--- config.mk ---
export PLATFORM = sky130hd
export DESIGN_NAME = uart_rxd
export DESIGN_NICKNAME = d
export VERILOG_FILES = /design/src/rtl/uart_pkg.sv /design/src/rtl/uart_sync2.sv /design/src/rtl/uart_rxd.sv
export SDC_FILE = /design/constraint.sdc
export NUM_CORES = 1
export LEC_CHECK = 0
export CAP_MARGIN = 20
export CORE_UTILIZATION = 60
export DETAILED_ROUTE_END_ITERATION = 12
export PLACE_DENSITY_LB_ADDON = 0.2
export RECOVER_POWER = 100
export SLEW_MARGIN = 20
export SYNTH_ARGS = -nofsm -noshare
export SYNTH_HDL_FRONTEND = slang
export SYNTH_SLANG_ARGS = --single-unit
--- constraint.sdc ---
create_clock -name iCLOCK -period 2.3 [get_ports iCLOCK]
set_input_delay 0.46 -clock iCLOCK [delete_from_list [all_inputs] [get_ports iCLOCK]]
set_output_delay 0.46 -clock iCLOCK [all_outputs]
set_load 0.02 [all_outputs]
--- src/rtl/uart_pkg.sv ---
// Shared UART definitions: receiver state encoding, bit-period helper, frame width.
// Used by both the RxD receiver and the TxD transmitter.
package uart_pkg;

    localparam int DATA_BITS = 8;

    typedef enum logic [2:0] {
        IDLE,
        START,
        DATA,
        PARITY,
        STOP
    } rx_state_t;

    function automatic int clks_per_bit(input int clk_freq, input int baud_rate);
        return clk_freq / baud_rate;
    endfunction

endpackage

--- src/rtl/uart_sync2.sv ---
// Two-flop synchroniser for an asynchronous single-bit input; both flops reset to 1
// so an idle-high line never shows a false edge on reset release.
module uart_sync2
    import uart_pkg::*;
(
    input  logic clk,
    input  logic rst,
    input  logic d,
    output logic q
);

    logic meta_p0;

    always_ff @(posedge clk or posedge rst) begin
        if (rst) begin
            meta_p0 <= 1'b1;
            q       <= 1'b1;
        end else begin
            meta_p0 <= d;
            q       <= meta_p0;
        end
    end

endmodule

--- src/rtl/uart_rxd.sv ---
// UART receiver, 8N1 LSB first, mid-bit sampling with one-cycle valid/error strobes.
// Define UART_RX_PARITY_EN to add a parity bit (PARITY_ODD selects odd parity).
module uart_rxd
    import uart_pkg::*;
#(
    parameter int CLK_FREQ  = 50_000_000,
    parameter int BAUD_RATE = 115_200
`ifdef UART_RX_PARITY_EN
    ,
    parameter bit PARITY_ODD = 1'b0
`endif
) (
    input  logic       iCLOCK,
    input  logic       iNRESET,
    input  logic       iRX,
    output logic [7:0] oRXDATA,
    output logic       oRXVALID,
    output logic       oRXBUSY,
    output logic       oRXERR
);

    localparam int CLKS_PER_BIT = clks_per_bit(CLK_FREQ, BAUD_RATE);
    localparam int CNT_W        = $clog2(CLKS_PER_BIT);
    localparam int IDX_W        = $clog2(DATA_BITS);

    localparam logic [CNT_W-1:0] CNT_HALF = CNT_W'(CLKS_PER_BIT / 2 - 1);
    localparam logic [CNT_W-1:0] CNT_FULL = CNT_W'(CLKS_PER_BIT - 1);
    localparam logic [IDX_W-1:0] IDX_LAST = IDX_W'(DATA_BITS - 1);

    logic                 rst;
    logic                 rx_s;
    logic                 rx_d;
    logic                 fall;
    rx_state_t            state;
    rx_state_t            state_nxt;
    logic [CNT_W-1:0]     bit_cnt;
    logic [IDX_W-1:0]     idx;
    logic [DATA_BITS-1:0] shift;
    logic                 cnt_clr;
    logic                 data_smp;
    logic                 stop_smp;
    logic                 busy_nxt;
    logic                 par_bad;

    // Reset asserts immediately but releases two clocks later, in step with iCLOCK.
    uart_sync2 u_rst_sync (
        .clk (iCLOCK),
        .rst (iNRESET),
        .d   (1'b0),
        .q   (rst)
    );

    uart_sync2 u_rx_sync (
        .clk (iCLOCK),
        .rst (rst),
        .d   (iRX),
        .q   (rx_s)
    );

    assign fall = rx_d & ~rx_s;

    always_ff @(posedge iCLOCK or posedge rst) begin
        if (rst) begin
            state   <= IDLE;
            rx_d    <= 1'b1;
            bit_cnt <= '0;
            idx     <= '0;
        end else begin
            state <= state_nxt;
            rx_d  <= rx_s;
            if (cnt_clr || state == IDLE) begin
                bit_cnt <= '0;
            end else begin
                bit_cnt <= bit_cnt + CNT_W'(1);
            end
            if (state == START) begin
                idx <= '0;
            end else if (data_smp) begin
                idx <= idx + IDX_W'(1);
            end
        end
    end

`ifdef UART_RX_PARITY_EN
    logic par_smp;
`endif

    always_comb begin
        state_nxt = state;
        cnt_clr   = 1'b0;
        data_smp  = 1'b0;
        stop_smp  = 1'b0;
        busy_nxt  = oRXBUSY;
`ifdef UART_RX_PARITY_EN
        par_smp   = 1'b0;
`endif
        case (state)
            IDLE: begin
                if (fall) begin
                    state_nxt = START;
                    cnt_clr   = 1'b1;
                    busy_nxt  = 1'b1;
                end
            end
            START: begin
                if (bit_cnt == CNT_HALF) begin
                    if (rx_s) begin
                        state_nxt = IDLE;
                        busy_nxt  = 1'b0;
                    end else begin
                        state_nxt = DATA;
                        cnt_clr   = 1'b1;
                    end
                end
            end
            DATA: begin
                if (bit_cnt == CNT_FULL) begin
                    data_smp = 1'b1;
                    cnt_clr  = 1'b1;
                    if (idx == IDX_LAST) begin
`ifdef UART_RX_PARITY_EN
                        state_nxt = PARITY;
`else
                        state_nxt = STOP;
`endif
                    end
                end
            end
`ifdef UART_RX_PARITY_EN
            PARITY: begin
                if (bit_cnt == CNT_FULL) begin
                    par_smp   = 1'b1;
                    cnt_clr   = 1'b1;
                    state_nxt = STOP;
                end
            end
`endif
            STOP: begin
                if (bit_cnt == CNT_FULL) begin
                    stop_smp  = 1'b1;
                    cnt_clr   = 1'b1;
                    busy_nxt  = 1'b0;
                    state_nxt = IDLE;
                end
            end
            default: begin
                state_nxt = IDLE;
                busy_nxt  = 1'b0;
            end
        endcase
    end

    // Data-path shift register: no reset, only ever read after a full frame.
    always_ff @(posedge iCLOCK) begin
        if (data_smp) begin
            shift[idx] <= rx_s;
        end
    end

`ifdef UART_RX_PARITY_EN
    always_ff @(posedge iCLOCK or posedge rst) begin
        if (rst) begin
            par_bad <= 1'b0;
        end else if (par_smp) begin
            par_bad <= ((^shift) ^ rx_s) != PARITY_ODD;
        end
    end
`else
    assign par_bad = 1'b0;
`endif

    always_ff @(posedge iCLOCK or posedge rst) begin
        if (rst) begin
            oRXDATA  <= 8'h00;
            oRXVALID <= 1'b0;
            oRXERR   <= 1'b0;
            oRXBUSY  <= 1'b0;
        end else begin
            oRXVALID <= 1'b0;
            oRXERR   <= 1'b0;
            oRXBUSY  <= busy_nxt;
            if (stop_smp) begin
                if (rx_s && !par_bad) begin
                    oRXDATA  <= shift;
                    oRXVALID <= 1'b1;
                end else begin
                    oRXERR <= 1'b1;
                end
            end
        end
    end

endmodule

# After elaboration in Yosys (flattened, before gate mapping)

Index checks and enable logic that the tools add are counted.

Bits in registers: 39
Bits of input ports: 3

Add/subtract/negate cells: 2
$lt $le $gt $ge: 2
Equal/unequal tests: 12
Mux-type cells: 28
Bitwise operators: 3
Reduce and logical (&&, ||, !) cells: 8

Operator list:

| operator                                                                            | number |
|---|---|
| 3-bit two-way mux                                                                   | 7 |
| 1-bit two-way mux                                                                   | 14 |
| 3-bit case mux with 4 select lines                                                  | 1 |
| 5-bit AND reduction                                                                 | 2 |
| 9-bit by 1-bit adder with 9-bit output, second input constant                       | 1 |
| 9-bit by 8-bit equality test with 1-bit output, second input constant               | 1 |
| 9-bit equality test, second input constant                                          | 1 |
| 9-bit two-way mux                                                                   | 1 |
| 8-bit bitwise mux                                                                   | 1 |
| 2-bit inequality test, second input constant                                        | 4 |
| 3-bit equality test, second input constant                                          | 2 |
| 3-bit by 4-bit less-than comparator with 1-bit output, second input constant        | 1 |
| 2-bit by 1-bit inequality test with 1-bit output, second input constant             | 2 |
| 1-bit case mux with 4 select lines                                                  | 1 |
| 3-bit by 1-bit adder with 3-bit output, second input constant                       | 1 |
| 1-bit demux with 3-bit select                                                       | 1 |
| 3-bit by 1-bit equality test with 1-bit output, second input constant               | 1 |
| 3-bit by 2-bit equality test with 1-bit output, second input constant               | 1 |
| 3-bit by 1-bit greater-or-equal comparator with 1-bit output, second input constant | 1 |
| 3-bit zero test                                                                     | 1 |
| 1-bit case mux with 3 select lines                                                  | 1 |
| 2-bit two-way mux                                                                   | 1 |
| 1-bit NOT                                                                           | 2 |
| 2-bit AND reduction                                                                 | 1 |
| other kinds (5)                                                                     | 5 |

# Longest topological paths before layout

Gate-level depths: netlist of the first run.

Word-level depth: 6
Mapped depth: 7
Gate-level depth less buffers: 6

# Hierarchy

A second synthesis of the first run with hierarchy kept.

Cell total of the unflattened synthesis: 157
Area, all modules: 1846.8 um^2

Modules (own cells, without submodules):

| module     | instances | cells an instance | area each (um^2) | sequential area each (um^2) |
|---|---|---|---|---|
| uart_rxd   | 1         | 151               | 1734.2           | 917.1 |
| uart_sync2 | 2         | 3                 | 56.3             | 52.6 |

# Worst setup path before layout of the first run

Ideal clock, no wire load.

Path kind: register to register
Start point: register bit_cnt[1]
End point: register shift[0], enable pin
Data arrival time: 1384 ps
Slack: 603 ps
Cell stages (with the launch flop): 8
Path buffers: 1
Period minus slack after synthesis: 1697 ps
Path through: dfrtp_1 > inv_1 > ha_1 > and4b_4 > and2_4 > buf_6 > nand4b_1 > nor3_1

Longest elaborated chain between the ends: 3

RTL lines:

| element                        | RTL line        | source |
|---|---|---|
| start: declaration             | uart_rxd.sv:36  | `logic [CNT_W-1:0] bit_cnt;` |
| start signal: assignment       | uart_rxd.sv:74  | `bit_cnt <= bit_cnt + CNT_W'(1);` |
| 9-bit equality test            | uart_rxd.sv:117 | `if (bit_cnt == CNT_FULL) begin` |
| 1-bit two-way mux              | uart_rxd.sv:117 |  |
| 1-bit two-way mux              | uart_rxd.sv:97  | `case (state)` |
| end signal: indexed assignment | uart_rxd.sv:156 | `shift[idx] <= rx_s;` |
| end: declaration               | uart_rxd.sv:38  | `logic [DATA_BITS-1:0] shift;` |

No other way between the ends.
A chain may end at the register's enable or synchronous reset.

# Worst setup path in the final report of the first run

Start point: register oRXDATA[2]
End point: output oRXDATA[2]

RTL lines:

| element                  | RTL line        | source |
|---|---|---|
| start: declaration       | uart_rxd.sv:16  | `output logic [7:0] oRXDATA,` |
| start signal: assignment | uart_rxd.sv:184 | `oRXDATA <= shift;` |

No word-level cell between the ends.

==> results of run 1 <==
==> per-stage QoR <==
stage               hold slack, ps  util, %  instances  total power, mW
finish                       363.4    72.60        200            1.474
global route                 373.8    72.60        200            1.556
CTS                          328.2    72.87        200            1.489
detailed placement           321.8    69.95        192            1.033
global placement             321.5    69.95        192            1.014
floorplan                    345.2        -        151           0.9709
==> per-layer routing <==
layer | wire length, um | vias up | GRT usage, %
li1 | - | 565 | -
met1 | 1331 | 561 | 28.66
met2 | 1567 | 28 | 37.48
met3 | 103 | 12 | 4.378
met4 | 89 | 0 | 12.20
met5 | 0 | - | 0
==> cells by family after synthesis <==
family,count (synthesis)
and+or+nand+nor,63
other,1
buffers and inverters,12
AOI/OAI and AO/OA,15
adders and majority gates,5
xor gates and xnor gates,7
DFF,39
muxes,9
==> power by group <==
group	leakage (nW)	switching (mW)	internal, mW
clock	0.0452	0.226	0.229
sequential	0.473	0.0635	0.759
combinational	0.405	0.104	0.0932
==> synthesized netlist by cell type (2+ instances only) <==
master / number / share of area [%]
dfrtp_1: 26 / 36
nor2_1: 13 / 2.7
nor3_1: 10 / 2.8
edfxtp_1: 8 / 13
inv_1: 7 / 1.5
mux2_2: 7 / 4.4
nand3_1: 7 / 2.0
a21oi_1: 6 / 1.7
nand2b_1: 6 / 2.1
and3_1: 5 / 1.7
dfstp_2: 5 / 7.3
ha_1: 5 / 3.5
nand2_1: 5 / 1.0
xnor2_1: 4 / 2.0
buf_2: 3 / 0.84
nor3b_1: 3 / 1.3
xor2_1: 3 / 1.5
a311o_1: 2 / 1.1
nand4_1: 2 / 0.70
==> sequential cells by signal (all words and copies together), names as in the netlist <==
register and cells:
bit_cnt 9, idx 3, oRXBUSY 1, oRXDATA 8
oRXERR 1, oRXVALID 1, rx_d 1, shift 8
state 3, u_rst_sync.meta_p0 1, u_rst_sync.q 1, u_rx_sync.meta_p0 1
u_rx_sync.q 1
==> how the worst max path moves through the flow <==
stage                     slack [ps]  cells after the start         start    endpoint
after floorplan                  600                      7    bit_cnt[1]    shift[0]
after global placement           540                      6    bit_cnt[1]    shift[0]
after detailed placement         480                      6    bit_cnt[1]    shift[0]
after CTS                        460                      6    bit_cnt[1]    shift[0]
after global routing             320                      2  u_rst_sync.q  bit_cnt[5]
final                            420                      1    oRXDATA[2]  oRXDATA[2]
==> layout by cell type (no fill, tap or decap), types with 3 or more instances in the layout <==
cell | netlist | layout
mux2_2 | 7 | 7
xor2_1 | 3 | 3
dfrtp_1 | 26 | 26
inv_1 | 7 | 7
dlygate4sd3_1 | 0 | 13
edfxtp_1 | 8 | 8
ha_1 | 5 | 5
nor2_1 | 13 | 13
dfstp_2 | 5 | 4
nand3_1 | 7 | 7
nand2b_1 | 6 | 6
nor3_1 | 10 | 10
nor3b_1 | 3 | 3
clkbuf_4 | 0 | 5
nand2_1 | 5 | 5
xnor2_1 | 4 | 4
and3_1 | 5 | 5
a21oi_1 | 6 | 6
==> layout make-up <==
cell class | count | area, um2 | area share, %
Clock buffer | 5 | 37.54 | 1.859
Clock inverter | 3 | 43.79 | 2.169
Inverter | 7 | 26.28 | 1.301
Multi-Input combinational cell | 100 | 709.4 | 35.13
Sequential cell | 39 | 1022 | 50.62
Tap cell | 31 | 38.79 | 1.921
Timing Repair Buffer | 15 | 141.4 | 7.001
==> impl_metrics.py, run 1 <==
metrics = {
    "die": {
        "die_w_um": 56.65,
        "start_util_pct": 64.42,
        "num_rows": 19,
        "io_pins": 14,
        "die_h_um": 56.65,
        "coreArea_um2": 2781,
        "dieArea_um2": 3209,
    },
    "clock_network": {
        "insertion_delay_ps": 350,
        "cts_post_setup_buffers_inserted": 0,
        "htree_levels": 2,
        "cts_tree": "done",
        "hold_buffers": 0,
        "cts_sinks": 39,
        "root_buffer": "clkbuf_4",
        "cts-buffers-inserted": 5,
        "clk_pin_slew_ps": 130,
        "cts_resized": 0,
        "clock_path_buffers": 2,
    },
    "sta": {
        "fmax_ghz": 0.5316,
        "setup_slack_ps": 418.7,
        "rsz0062_at_grt": "false",
        "clock-skew-final_ps": 14.58,
        "setup_viol": 0,
        "hold_viol": 0,
        "tightest_slew_ps": 1465,
        "period_share_pct": 81.79,
        "final_max_slew_viol_count": 0,
        "slew_headroom_pct": 2.366,
        "setup_tns_ps": 0,
        "fin_crit_ps": 1881,
    },
    "detailed_routing": {
        "drtPass1Iterations": 4,
        "drtIter0Drc": 31,
        "routedWlPerCell_um": 15.46,
        "wirelength_um": 3091,
        "vias_per_cell": 5.830,
        "ant_nets": 0,
        "post-route-drc-count": 0,
        "via_count": 1166,
    },
    "synthesis": {
        "synth_top_family_by_area": "simple AND/OR/NAND/NOR gates",
        "synth.distinct_cells": 43,
        "syn_area_per_cell_um2": 11.87,
        "synthCells": 151,
        "ys.flop_type": "dfrtp_1",
        "synthAdderAreaFrac_pct": 3.492,
        "netlist_area_um2": 1792,
        "synth_edf_count": 8,
        "synth-simple-area-share_pct": 20.74,
        "ys_warn_count": 0,
        "synth_compound_area_share_pct": 6.145,
        "async_flop_share_pct": 79.49,
        "syn_nets": 159,
        "synth_mux_area_share_pct": 5.796,
        "synthXorXnorAreaFrac_pct": 3.422,
        "synth_seq_cells": 39,
        "seq_area_frac_synth_pct": 57.05,
    },
    "finish": {
        "nNetsFinal": 176,
        "area_growth_pct": 12.71,
        "num_antenna_cells": 0,
        "finalInstanceArea_um2": 2019,
        "n_fill_cell": 212,
        "drive_above_1_share_pct": 15.98,
    },
    "flow_run": {
        "maxCapViolations": 0,
    },
    "setup_path": {
        "r2r_cells": 6,
        "critical_path_arrival_ps": 1420,
        "cp_top_family": "buffers and inverters",
        "path_class": "reg2out",
        "startpoint_type": "register",
        "r2r-end": "shift[0]",
        "critPathRequiredTime_ps": 1840,
        "cp_num_buf_inv": 1,
        "worstPathCellList": "dlygate4sd3_1",
        "slowest_stage": "dlygate4sd3_1",
        "cpPeakStageDelay_ps": 660,
        "reg2reg_slack_ps": 440,
        "endpoint_kind": "primary output",
        "r2r_start": "bit_cnt[1]",
        "cp_max_fo": 2,
    },
    "pwr": {
        "ir_drop_v": 0.0006055,
        "powerDensity_nw_per_um2": 730.1,
        "leakagePower_nw": 0.9230,
    },
    "grt": {
        "grt_overflow": 0,
        "track_usage_pct": 22.87,
        "grt_start_max_net_pins": 30,
        "antenna_found_initial": 0,
        "grt_pass1_wl_um": 5513,
        "grt_pass1_vias": 1218,
    },
    "worst_hold_path": {
        "hold_path_class": "reg2reg",
        "worstHoldStart": "u_rx_sync.meta_p0",
        "worstHoldEndpoint": "u_rx_sync.q",
        "whs_path_depth": 0,
    },
    "place": {
        "gp_congestion": 0.8727,
        "numPortBuffers": 13,
        "dpl-instance-area_um2": 1946,
        "post-place-ws_ps": 476.5,
        "hpwl_um": 2215,
    },
    "status": {
        "outcome": "finished clean",
    },
}
Power figures use the tool's default switching activity.
==> run 2, diff against run 1 <==
CORE_UTILIZATION = 51   (was 60)
clock period = 1.6 ns   (was 2.3 ns; I/O delays follow)
==> impl_metrics.py, run 2 (synthesized netlist as in run 1, its figures left out) <==
metrics = {
    "die": {
        "coreArea_um2": 3363,
        "die_w_um": 61.27,
        "die_h_um": 61.27,
        "num_rows": 21,
        "io_pins": 14,
        "start_util_pct": 53.27,
        "dieArea_um2": 3754,
    },
    "finish": {
        "final_cell_mix": "dfrtp_1, buf_4, nor2_1, dlygate4sd2_1",
        "num_antenna_cells": 0,
        "largest_reg_flops": 9,
        "top_register": "bit_cnt",
        "drive_above_1_share_pct": 30.53,
        "final_common_cell": "dfrtp_1",
        "area_growth_pct": 26.54,
        "reg_top3": "bit_cnt: 9 flops, oRXDATA: 8 flops, shift: 8 flops",
        "layoutNonFillerInstCount": 236,
        "regArea_um2": 1022,
        "nNetsFinal": 197,
        "n_fill_cell": 281,
        "multi_input_area_um2": 773.2,
    },
    "sta": {
        "hold_viol": 0,
        "tightest_slew_ps": 704.9,
        "fin_crit_ps": 1667,
        "final_max_slew_viol_count": 0,
        "fmax_ghz": 0.5999,
        "setup_viol": 28,
        "slew_headroom_pct": 53.01,
        "rsz0062_at_grt": "true",
        "clock-skew-final_ps": 13.68,
        "setup_slack_ps": -66.96,
        "period_share_pct": 104.2,
    },
    "place": {
        "post-place-ws_ps": -237.8,
        "placedCellCount": 224,
        "numPortBuffers": 13,
        "hpwl_um": 2235,
        "gp_congestion": 0.8606,
    },
    "clock_network": {
        "cts-buffers-inserted": 5,
        "insertion_delay_ps": 350,
        "cts_sinks": 39,
        "root_buffer": "clkbuf_4",
        "clock_path_buffers": 2,
        "htree_levels": 2,
        "hold_buffers": 0,
        "clk_pin_slew_ps": 120,
        "cts_tree": "done",
    },
    "grt": {
        "grt_pass1_wl_um": 5071,
        "grt_pass1_vias": 1201,
        "antenna_found_initial": 0,
        "grt_overflow": 0,
        "track_usage_pct": 19.27,
        "grt_start_max_net_pins": 30,
    },
    "detailed_routing": {
        "post-route-drc-count": 0,
        "vias_per_cell": 5.242,
        "ant_nets": 0,
        "wirelength_um": 3143,
        "drtPass1Iterations": 4,
        "drtIter0Drc": 39,
        "via_count": 1237,
        "routedWlPerCell_um": 13.32,
    },
    "setup_path": {
        "slowest_stage": "dfrtp_1",
        "worstPathCellList": "inv_2 > ha_4 > and4b_4 > and2_4 > nand4b_1 > nor2_1",
        "cpPeakStageDelay_ps": 410,
        "cp_max_fo": 5,
        "startpoint_type": "register",
        "critical_path_arrival_ps": 1740,
        "path_class": "reg2reg",
        "critPathRequiredTime_ps": 1670,
        "endpoint_kind": "register",
    },
    "status": {
        "violations": "setup timing",
        "outcome": "finished, violations left",
    },
    "flow_run": {
        "maxCapViolations": 0,
    },
    "pwr": {
        "powerDensity_nw_per_um2": 1001,
        "ir_drop_v": 0.0005890,
        "leakagePower_nw": 1.060,
    },
    "worst_hold_path": {
        "hold_path_class": "reg2reg",
    },
}
==> run 2: cell count changes in the layout (fill, tap and decap cells not counted), moves of 2 or more <==
cell / before / now
buf_4: 1 / 17
and3_1: 5 / 3
dlygate4sd3_1: 13 / 2
dlygate4sd2_1: 0 / 11
and3_4: 0 / 2
buf_6: 0 / 3
nor3_1: 10 / 8
==> run 2: area by class of cell <==
type,count,share of cell area [%]
clock buffers,5,1.656
repair buffers,36,13.52
clock inverters,3,1.932
multi-input cells,100,34.11
well taps,46,2.539
flip-flops and latches,39,45.09
inverters,7,1.159
==> run 2: stage by stage <==
stage / total power [mW] / cell area (um2) / utilization (%) / hold WS [ps] / setup TNS [ps]
3_3_place_gp: 1.542 / 2092 / 62.20 / 316.2 / -1494
6_report: 2.271 / 2267 / 67.41 / 367.3 / -1196
3_5_place_dp: 1.569 / 2092 / 62.20 / 326.5 / -3758
4_1_cts: 2.291 / 2223 / 66.11 / 275.1 / -1463
2_1_floorplan: 1.396 / 1792 / - / 231.5 / -775.1
5_1_grt: 2.391 / 2267 / 67.41 / 375.9 / -3201
==> run 2: path summary, 6_finish.rpt <==
kind,startpoint,end,slack [ps],depth (start not counted)
worst min register to register,u_rst_sync.meta_p0,u_rst_sync.q,370,0
worst max-delay path,bit_cnt[1],shift[2],-70,6
worst max register to register,bit_cnt[1],shift[2],-70,6
min in group asynchronous,iNRESET,u_rst_sync.q,420,2
max in group asynchronous,u_rst_sync.q,bit_cnt[1],690,2
worst min-delay path,u_rst_sync.meta_p0,u_rst_sync.q,370,0
==> run 2: metal layers <==
layer | track usage, % | wire length (um) | vias to the layer above
met4 | 9.416 | 55 | 0
li1 | - | - | 611
met3 | 5.252 | 98 | 6
met2 | 33.85 | 1610 | 17
met1 | 21.53 | 1379 | 603
met5 | 0 | 0 | -
==> run 2: critical path: cells and delay by family (launching register included) <==
family                     cells  cell delay [ps]
and+or+nand+nor                4              790
adders and majority gates      1              120
buffers and inverters          1               80
DFF                            1              410
==> run 2: power breakdown <==
part / leakage, nW / internal, mW / switching, mW
Sequential: 0.473 / 1.09 / 0.0602
Combinational: 0.542 / 0.245 / 0.218
Clock: 0.0452 / 0.329 / 0.328
Total: 1.06 / 1.66 / 0.606
==> run 2: what timing repair did <==
action / in CTS / in global routing
pin swaps: 6 / 5
gates resized for setup: 18 / 9
endpoints found under the hold margin: 0 / 0
endpoints found under the setup margin: 39 / 29
buffers inserted: 2 / 1
cloned: 0 / 1
==> run 3, diff against run 2 <==
GPL_TIMING_DRIVEN = 0   (was default)
SKIP_LAST_GASP = 1   (was default)
SYNTH_HIERARCHICAL = 1   (was default)
==> impl_metrics.py, run 3 <==
metrics = {
    "grt": {
        "grt_overflow": 0,
        "track_usage_pct": 20.57,
        "antenna_found_initial": 0,
        "grt_pass1_wl_um": 6092,
        "grt_pass1_vias": 1311,
        "grt_start_max_net_pins": 28,
    },
    "pwr": {
        "ir_drop_v": 0.0007036,
        "p_clk_share_pct": 26.1,
        "p_int_mw": 1.734,
        "leakagePower_nw": 1.036,
        "seqPwrFrac_pct": 49.3,
        "power.switching_mw": 0.7818,
        "pwr-share-comb_pct": 24.6,
        "p_sw_share_pct": 31.07,
        "powerDensity_nw_per_um2": 1072,
    },
    "setup_path": {
        "reg2reg_slack_ps": -80,
        "r2r-end": "shift[1]",
        "critPathMostFrequentCell": "nand4_4",
        "r2r_start": "bit_cnt[1]",
        "critPathRequiredTime_ps": 1690,
        "r2r_cells": 7,
        "crit_cells": 7,
        "startpoint_type": "register",
        "worstPathCellList": "inv_2 > ha_4 > nand4_4 > nor4_4 > buf_6 > nand4_4 > nor3_2",
        "critical_path_arrival_ps": 1770,
        "crit_end": "shift[1]",
        "critPathLaunch": "bit_cnt[1]",
        "cp_num_buf_inv": 2,
        "cpPeakStageDelay_ps": 420,
        "slowest_stage": "dfrtp_1",
        "cp_top_family": "simple AND/OR/NAND/NOR gates",
        "cp_max_fo": 4,
        "endpoint_kind": "register",
        "path_class": "reg2reg",
    },
    "synthesis": {
        "netlist_area_um2": 1847,
        "synth_seq_cells": 39,
        "synthTopCellsByArea": "dfrtp_1, edfxtp_1, dfstp_2",
        "ys.flop_type": "dfrtp_1",
        "synth_edf_count": 8,
        "synth_commonest_cells": "dfrtp_1, nor3_1, nor2_1",
        "syn_nets": 165,
        "synthCells": 157,
        "synth_top_cell_area_share_pct": 35.23,
        "ys_warn_count": 6,
        "synth_most_common_cell": "dfrtp_1",
        "async_flop_share_pct": 79.49,
        "syn_area_per_cell_um2": 11.76,
        "seq_area_frac_synth_pct": 55.35,
        "synth.distinct_cells": 43,
        "yosysTopAreaCell": "dfrtp_1",
    },
    "finish": {
        "reg_top3": "bit_cnt: 9 flops, oRXDATA: 8 flops, shift: 8 flops",
        "num_antenna_cells": 0,
        "final_cell_mix": "dfrtp_1, dlygate4sd2_1, mux2_2, nor3_2, edfxtp_1",
        "n_fill_cell": 230,
        "final_common_cell": "dfrtp_1",
        "drive_above_1_share_pct": 39.34,
        "area_growth_pct": 27.10,
        "regArea_um2": 1023,
        "largest_reg_flops": 9,
        "layoutNonFillerInstCount": 229,
        "top_register": "bit_cnt",
        "finalInstanceArea_um2": 2347,
        "nNetsFinal": 190,
        "multi_input_area_um2": 934.6,
    },
    "detailed_routing": {
        "drtPass1Iterations": 4,
        "vias_per_cell": 5.646,
        "post-route-drc-count": 0,
        "ant_nets": 0,
        "wirelength_um": 3713,
        "via_count": 1293,
        "drtIter0Drc": 45,
        "routedWlPerCell_um": 16.21,
    },
    "flow_run": {
        "maxCapViolations": 0,
    },
    "clock_network": {
        "cts-buffers-inserted": 5,
        "clock_path_buffers": 2,
        "root_buffer": "clkbuf_4",
        "cts_sinks": 39,
        "clk_pin_slew_ps": 130,
        "htree_levels": 2,
        "insertion_delay_ps": 360,
        "cts_tree": "done",
    },
    "sta": {
        "fmax_ghz": 0.5946,
        "hold_slack_ps": 299.3,
        "setup_slack_ps": -81.79,
        "rsz0062_at_grt": "true",
        "hold_viol": 0,
        "clock-skew-final_ps": 16.48,
        "fin_crit_ps": 1682,
        "setup_viol": 15,
        "final_max_slew_viol_count": 0,
        "period_share_pct": 105.1,
        "tightest_slew_ps": 573.5,
        "slew_headroom_pct": 61.71,
    },
    "place": {
        "post-place-ws_ps": -499.9,
        "placedCellCount": 216,
        "dpl-instance-area_um2": 2039,
        "numPortBuffers": 13,
        "gp_congestion": 0.8735,
        "hpwl_um": 2317,
    },
    "status": {
        "outcome": "finished, violations left",
        "violations": "setup timing",
    },
    "die": {
        "start_util_pct": 54.49,
        "num_rows": 21,
        "die_w_um": 62.18,
        "die_h_um": 62.18,
        "io_pins": 14,
        "dieArea_um2": 3866,
        "coreArea_um2": 3390,
    },
    "worst_hold_path": {
        "hold_path_class": "reg2async",
    },
}
[run 3: cell count changes in the layout (fill, tap and decap cells not counted), sizes merged, moves of 2 or more]
cell   before  now
a311o       2    0
a32oi       0    2
buf        21    9
inv         7    9
nand2       5    7
nand4       3    5
nor3       11   15
nor3b       3    1
o22ai       0    3
[run 3: routing by layer]
layer	GRT usage, %	up-vias	share of wire, %
li1	-	611	-
met1	25.25	648	44
met3	4.596	8	3.7
met2	33.93	26	50
met4	10.76	0	1.5
met5	0	-	0
[run 3: per-stage QoR]
stage / TNS [ps] / util (%) / power (mW)
2_1_floorplan: -1390 / - / 1.594
3_3_place_gp: -5496 / 60.17 / 1.674
3_5_place_dp: -7243 / 60.17 / 1.708
4_1_cts: -2363 / 65.08 / 2.440
5_1_grt: -2225 / 69.25 / 2.652
6_report: -639.3 / 69.25 / 2.516
[run 3: worst min path at each step]
stage,start,endpoint,slack [ps],cells after the start
finish,u_rst_sync/q,u_rx_sync/q,300,1
detailed placement,u_rst_sync/q,u_rx_sync/meta_p0,280,1
floorplan,iNRESET,u_rst_sync/meta_p0,230,1
CTS,iNRESET,u_rst_sync/meta_p0,280,2
global route,u_rst_sync/q,u_rx_sync/q,310,1
global placement,u_rst_sync/q,u_rx_sync/meta_p0,270,1
[run 3: logic make-up (layout without fill, tap and decap cells)]
family	count (synthesis)	count (layout)	share of synthesized area [%]
and+or+nand+nor	64	64	21.41
DFF	39	39	55.35
AOI/OAI and AO/OA	17	18	7.521
buffers and inverters	16	41	3.929
muxes	8	8	4.878
xor gates and xnor gates	7	7	3.320
adders and majority gates	5	5	3.388
other	1	1	0.2031
[run 3: cell type report]
class                   instances  area share, %
inverters                       9          1.439
multi-input cells             103          39.82
clock inverters                 3          1.866
plain buffers                   5          1.333
clock buffers                   5          1.599
flip-flops and latches         39          43.60
well taps                      46          2.452
repair buffers                 19          7.889
[run 3: repair_timing]
action | in CTS | in global routing
resized for setup | 25 | 24
hold buffers | 0 | 0
setup buffers | 4 | 2
endpoints found under the setup margin | 44 | 33
gates cloned | 0 | 1
pin swaps | 8 | 12
[run 3: power by group through the flow]
| stage | Clock (mW) | Sequential (mW) | Combinational, mW |
|---|---|---|---|
| 6_report | 0.656 | 1.24 | 0.620 |
| 5_1_grt | 0.711 | 1.26 | 0.683 |
| 4_1_cts | 0.675 | 1.23 | 0.534 |
| 3_5_place_dp | 0 | 1.24 | 0.472 |
| 3_3_place_gp | 0 | 1.23 | 0.447 |
| 2_1_floorplan | 0 | 1.21 | 0.380 |
